### config.mk
export PLATFORM = sky130hd
export DESIGN_NAME = rm_lane_alloc
export DESIGN_NICKNAME = d
export VERILOG_FILES = /design/src/rtl/rm_lane_alloc.sv
export SDC_FILE = /design/constraint.sdc
export NUM_CORES = 1
export LEC_CHECK = 0
export ABC_AREA = 1
export CORE_MARGIN = 5
export CORE_UTILIZATION = 39
export CTS_BUF_LIST = sky130_fd_sc_hd__clkbuf_4 sky130_fd_sc_hd__clkbuf_8 sky130_fd_sc_hd__clkbuf_16
export CTS_CLUSTER_SIZE = 16
export DETAILED_ROUTE_END_ITERATION = 8
export PLACE_DENSITY = 0.81
export REMOVE_ABC_BUFFERS = 1
export SLEW_MARGIN = 20
export SYNTH_ARGS = -nofsm -noshare
export SYNTH_HDL_FRONTEND = slang
export SYNTH_SLANG_ARGS = --single-unit
### constraint.sdc
create_clock -name clk_i -period 2.66 [get_ports clk_i]
set_input_delay 0.532 -clock clk_i [delete_from_list [all_inputs] [get_ports clk_i]]
set_output_delay 0.532 -clock clk_i [all_outputs]
set_load 0.02 [all_outputs]
### src/rtl/rm_lane_alloc.sv
// rm_lane_alloc: allocator and lifecycle controller for the runtime-monitor lane array.
//
// Issue requests (LW/SW) are granted to the lowest-index FREE lane. The lane stays BUSY
// until its instruction commits (tag match) or the pipeline flushes. It then spends one
// cycle in CLEAR, driving its lane reset, and returns to FREE. The first rule violation
// seen on any BUSY lane is captured and held until cleared.
//
// Ports:
//   clk_i, rst_i            clock, asynchronous active-high reset
//   ins_valid_i/itype/id    issue request, instruction type, scoreboard tag
//   ins_ready_o             a lane is FREE and no flush is in progress
//   commit_valid_i/id       commit of the instruction carrying commit_id_i
//   flush_i, stall_i        pipeline flush / stall
//   monitor_i               per-lane rule outputs, lane k at [k*NUM_RULES +: NUM_RULES]
//   viol_clr_i              clears the captured violation
//   alloc_valid_o           one-hot (or zero) per-lane allocation strobe
//   alloc_itype_o           instruction type broadcast to all lanes
//   lane_reset_o            per-lane reset, high while the lane is in CLEAR
//   halt_o                  registered copy of stall_i
//   busy_cnt_o              number of lanes not FREE
//   violation_o             sticky violation flag
//   violation_lane_o        lane that raised the captured violation
module rm_lane_alloc #(
  parameter int NUM_LANES = 4,
  parameter int NUM_RULES = 16,
  parameter int ID_W      = 3
) (
  input  logic                             clk_i,
  input  logic                             rst_i,
  input  logic                             ins_valid_i,
  input  logic                             ins_itype_i,
  input  logic [ID_W-1:0]                  ins_id_i,
  output logic                             ins_ready_o,
  input  logic                             commit_valid_i,
  input  logic [ID_W-1:0]                  commit_id_i,
  input  logic                             flush_i,
  input  logic                             stall_i,
  input  logic [NUM_LANES*NUM_RULES-1:0]   monitor_i,
  input  logic                             viol_clr_i,
  output logic [NUM_LANES-1:0]             alloc_valid_o,
  output logic                             alloc_itype_o,
  output logic [NUM_LANES-1:0]             lane_reset_o,
  output logic                             halt_o,
  output logic [$clog2(NUM_LANES+1)-1:0]   busy_cnt_o,
  output logic                             violation_o,
  output logic [$clog2(NUM_LANES)-1:0]     violation_lane_o
);

  localparam int CNT_W  = $clog2(NUM_LANES + 1);
  localparam int LANE_W = $clog2(NUM_LANES);

  typedef enum logic [1:0] {
    LANE_FREE  = 2'd0,
    LANE_BUSY  = 2'd1,
    LANE_CLEAR = 2'd2
  } lane_state_e;

  logic [NUM_LANES-1:0] free_v;
  logic [NUM_LANES-1:0] clear_v;
  logic [NUM_LANES-1:0] hit_v;       // BUSY lane whose tag equals commit_id_i
  logic [NUM_LANES-1:0] viol_v;      // BUSY lane with any monitor bit set
  logic [NUM_LANES-1:0] occupied_d;  // lane will be non-FREE after this edge
  logic [NUM_LANES-1:0] grant;
  logic [NUM_LANES-1:0] release_v;
  logic                 fire;

  assign ins_ready_o   = (|free_v) & ~flush_i;
  assign fire          = ins_valid_i & ins_ready_o;
  assign alloc_valid_o = {NUM_LANES{fire}} & grant;
  assign alloc_itype_o = ins_itype_i;
  assign lane_reset_o  = clear_v;

  // Lowest-index FREE lane gets the grant; lowest-index tag match gets released,
  // so duplicate tags retire one lane per commit.
  always_comb begin
    grant     = '0;
    release_v = '0;
    for (int k = NUM_LANES - 1; k >= 0; k--) begin
      if (free_v[k]) begin
        grant    = '0;
        grant[k] = 1'b1;
      end
      if (hit_v[k] && commit_valid_i) begin
        release_v    = '0;
        release_v[k] = 1'b1;
      end
    end
  end

  for (genvar gi = 0; gi < NUM_LANES; gi++) begin : g_lane
    lane_state_e     state_q, state_d;
    logic [ID_W-1:0] tag_q, tag_d;

    always_comb begin
      state_d = state_q;
      tag_d   = tag_q;
      case (state_q)
        LANE_FREE: begin
          if (fire && grant[gi]) begin
            state_d = LANE_BUSY;
            tag_d   = ins_id_i;
          end
        end
        LANE_BUSY: begin
          if (flush_i || release_v[gi]) state_d = LANE_CLEAR;
        end
        default: state_d = LANE_FREE;
      endcase
    end

    always_ff @(posedge clk_i or posedge rst_i) begin
      if (rst_i) begin
        state_q <= LANE_FREE;
        tag_q   <= '0;
      end else begin
        state_q <= state_d;
        tag_q   <= tag_d;
      end
    end

    assign free_v[gi]     = (state_q == LANE_FREE);
    assign clear_v[gi]    = (state_q == LANE_CLEAR);
    assign hit_v[gi]      = (state_q == LANE_BUSY) && (tag_q == commit_id_i);
    assign viol_v[gi]     = (state_q == LANE_BUSY) && (|monitor_i[gi*NUM_RULES +: NUM_RULES]);
    assign occupied_d[gi] = (state_d != LANE_FREE);
  end

  logic [CNT_W-1:0]  busy_cnt_q, busy_cnt_d;
  logic [LANE_W-1:0] viol_lane_q, viol_lane_d;
  logic              viol_q;
  logic              halt_q;

  always_comb begin
    busy_cnt_d  = '0;
    viol_lane_d = '0;
    for (int k = 0; k < NUM_LANES; k++) begin
      busy_cnt_d = busy_cnt_d + CNT_W'(occupied_d[k]);
    end
    for (int k = NUM_LANES - 1; k >= 0; k--) begin
      if (viol_v[k]) viol_lane_d = LANE_W'(k);
    end
  end

  always_ff @(posedge clk_i or posedge rst_i) begin
    if (rst_i) begin
      busy_cnt_q  <= '0;
      halt_q      <= 1'b0;
      viol_q      <= 1'b0;
      viol_lane_q <= '0;
    end else begin
      busy_cnt_q <= busy_cnt_d;
      halt_q     <= stall_i;
      // Clear has priority over a violation arriving in the same cycle.
      if (viol_clr_i) begin
        viol_q      <= 1'b0;
        viol_lane_q <= '0;
      end else if (!viol_q && (|viol_v)) begin
        viol_q      <= 1'b1;
        viol_lane_q <= viol_lane_d;
      end
    end
  end

  assign busy_cnt_o       = busy_cnt_q;
  assign halt_o           = halt_q;
  assign violation_o      = viol_q;
  assign violation_lane_o = viol_lane_q;

endmodule

==> flow_summary.json, run 1 <==
{
  "status": "finished clean",
  "cts_buffer_depth": 2,
  "yosysWarnings": 0,
  "cts.sinks": 27,
  "power_density_mw_per_mm2": 413,
  "fill_cells": 381,
  "rsz0062_at_grt": "no",
  "synthCells": 242,
  "route.vias.total": 1829,
  "place_ws_ns": -0.0723,
  "initial_utilization": 0.398,
  "netlist_area_sq_mm": 0.00172,
  "overflow": 0,
  "synth_top_area_frac": 0.393,
  "gp_congestion": 0.834,
  "cp.depth": 5,
  "grt_usage": 0.166,
  "fin_skew_ns": 0.00433,
  "first_global_vias": 1829,
  "cts_max_level": 1,
  "end_kind": "output port",
  "crit_top_cell": "clkdlybuf4s50_1",
  "die_y_um": 76.4,
  "wl_per_cell_um": 12.0,
  "worst-path-max-fanout": 3,
  "numCtsBuffers": 3,
  "critPathLaunchType": "input pin",
  "avgSynthCellArea_sq_um": 7.11,
  "drive_gt1_frac": 0.0925,
  "max_clock_freq_mhz": 386,
  "tightest_slew_ns": 0.339,
  "max_slew_margin": 0.774,
  "crit_type": "in -> out",
  "yosys.area.top_type": "dfrtp_1",
  "period_needed_ns": 2.59,
  "antenna_found_initial": 0,
  "port_buffers": 92,
  "seq_area_frac_synth": 0.393,
  "fin_ws_ns": 0.0674,
  "irDropWorstVdd_uv": 300,
  "grt_start_max_net_pins": 28,
  "instances_no_fill": 398,
  "first_pass_iters": 4,
  "insertion_delay_ns": 0.27,
  "whs_ns": 0.502,
  "route.detailed.drc": 0,
  "r2r_cells": 12,
  "hold_viol": 0,
  "synth_area_leaders": "dfrtp_1 39%, nand2_1 16%, nor2_1 13%, inv_1 5.9%, nor2_4 3.3%",
  "rows": 24,
  "area_growth_pct": 63.9,
  "slew_violations": 0,
  "synth-seq-cells": 27,
  "cts-root-buf": "clkbuf_8",
  "drt_iter0_drc": 51,
  "dp_hpwl_um": 4140,
  "die-width_um": 76.4,
  "period_share": 0.975,
  "grt_pass1_wl_um": 8140,
  "ys_types": 27,
  "wirelength_um": 4780,
  "cp_data_arrival_time_ns": 2.06,
  "path_cells": "clkdlybuf4s50_1 > a21oi_4 > nand2_4 > nor2_4 > clkdlybuf4s50_1",
  "cap_violations": 0,
  "critPathTopFamily": "buffers and inverters",
  "coreArea_sq_mm": 0.00432,
  "ctsHoldBuffers": 0,
  "leakagePower_nw": 1.33,
  "final_nets": 428,
  "dp_cells": 394,
  "ant_nets": 0,
  "antenna_cells": 0,
  "vias_per_cell": 4.60,
  "die_area_sq_mm": 0.00584,
  "cp_slowest_stage_delay_ns": 0.62,
  "cpMaxStageDelayCell": "clkdlybuf4s50_1",
  "hp-class": "reg -> reg",
  "cts_tree": "done",
  "min_path_cells": 2,
  "worstPathRequired_ns": 2.13,
  "finalSetupViolations": 0,
  "pin_count": 95,
  "crit_buf_inv": 2,
  "clk_pin_slew_ns": 0.09
}
-- synthesized netlist by cell type --
library cell and n:
nor2_4 5, nand3_1 9, nand2_4 1, dfrtp_1 27, inv_6 1, o21ai_1 1, o21ai_0 3, nor2_1 59
a21oi_1 3, xor2_1 4, ha_1 2, nand4_1 4, nand2_1 74, nor3_1 2, nand3_4 2, a21oi_4 1
xnor2_1 4, clkinv_4 1, fa_1 1, buf_2 1, o21ai_2 2, buf_4 1, nor2_2 3, clkinv_2 1
a21boi_0 2, a21oi_2 1, inv_1 27
-- stage by stage --
stage	cell area (sq um)	utilization	TNS, ns	power [mW]
global placement	2770	0.640	0	0.927
CTS	2820	0.652	0	1.18
floorplan	1710	-	0	0.730
detailed placement	2770	0.640	-0.123	0.942
finish	2820	0.652	0	1.16
global route	2820	0.652	0	1.24
-- sequential cells by signal, summed over array words and instances, names as in the netlist --
register / flops
g_lane.tag_q: 12
g_lane.state_q: 8
halt_o: 1
violation_lane_o: 2
violation_o: 1
busy_cnt_o: 3
-- power by group --
group / switching, mW / internal, mW
Sequential: 0.0417 / 0.476
Clock: 0.128 / 0.105
Combinational: 0.193 / 0.220
Total: 0.363 / 0.801
-- final timing paths --
| check | startpoint | end | slack (ns) |
|---|---|---|---|
| max | flush_i | alloc_valid_o[3] | 0.07 |
| min | g_lane[3].tag_q[2]$_DFFE_PP0P_ | g_lane[3].tag_q[2]$_DFFE_PP0P_ | 0.50 |
| max reg2reg | g_lane[1].state_q[1]$_DFF_PP0_ | busy_cnt_o[1]$_DFF_PP0_ | 0.24 |
| min reg2reg | g_lane[3].tag_q[2]$_DFFE_PP0P_ | g_lane[3].tag_q[2]$_DFFE_PP0P_ | 0.50 |
| max in group asynchronous | rst_i | g_lane[0].tag_q[1]$_DFFE_PP0P_ | 1.80 |
| min in group asynchronous | rst_i | busy_cnt_o[2]$_DFF_PP0_ | 0.60 |
-- routing by layer --
layer  GRT usage  wire length [um]
met5           0                 0
met4      0.0524                55
met3      0.0378               294
met2       0.280              2470
met1       0.208              1960
-- cell families (layout without fill, tap and decap cells) --
kind of cell,count (synthesis),in the layout,synth area share
fa+ha+maj,3,3,0.0262
simple gates,159,159,0.407
xor+xnor,8,8,0.0407
compound gates,13,13,0.0538
flops,27,27,0.393
buf+inv,32,136,0.0793
-- final cells by class --
cell class / instances / area (sq um) / share of cell area
flip-flops and latches: 27 / 676 / 0.240
repair buffers: 102 / 996 / 0.353
well taps: 52 / 65.1 / 0.0231
clock buffers: 3 / 41.3 / 0.0146
clock inverters: 1 / 5.00 / 0.00177
multi-input cells: 183 / 913 / 0.324
inverters: 30 / 124 / 0.0439
-- placed cells by master (no fill, tap or decap), types with 2 or more instances in the layout --
master	n
clkdlybuf4s50_1	89
nand2_1	74
nor2_1	59
inv_1	27
dfrtp_1	27
buf_4	10
nand3_1	9
nor2_4	6
nand4_1	4
xnor2_1	4
xor2_1	4
a21oi_1	3
o21ai_0	3
clkbuf_8	3
nor2_2	2
nand3_4	2
clkinv_2	2
nor3_1	2
a21boi_0	2
o21ai_2	2
ha_1	2
dlygate4sd2_1	2
-- timing repair --
action / CTS / global route
setup endpoints to repair: 3 / 1
gates resized for setup: 3 / 1
buffers inserted: 0 / 0
-- tightest hold or removal path, cell delays in order (launching register included) --
cell,delay [ns]
dfrtp_1,0.36
nand2_1,0.06
nand2_1,0.05
(Power assumes the default switching activity.)
==> inputs of run 2 (changes only) <==
- SLEW_MARGIN: 20 -> not set
==> results of run 2 <==
Final layout, timing and power as in run 1 (identical DEF).
==> inputs of run 3 (changes only) <==
- SLEW_MARGIN: not set -> 20
==> results of run 3 <==
Final layout, timing and power as in run 1 (identical DEF).
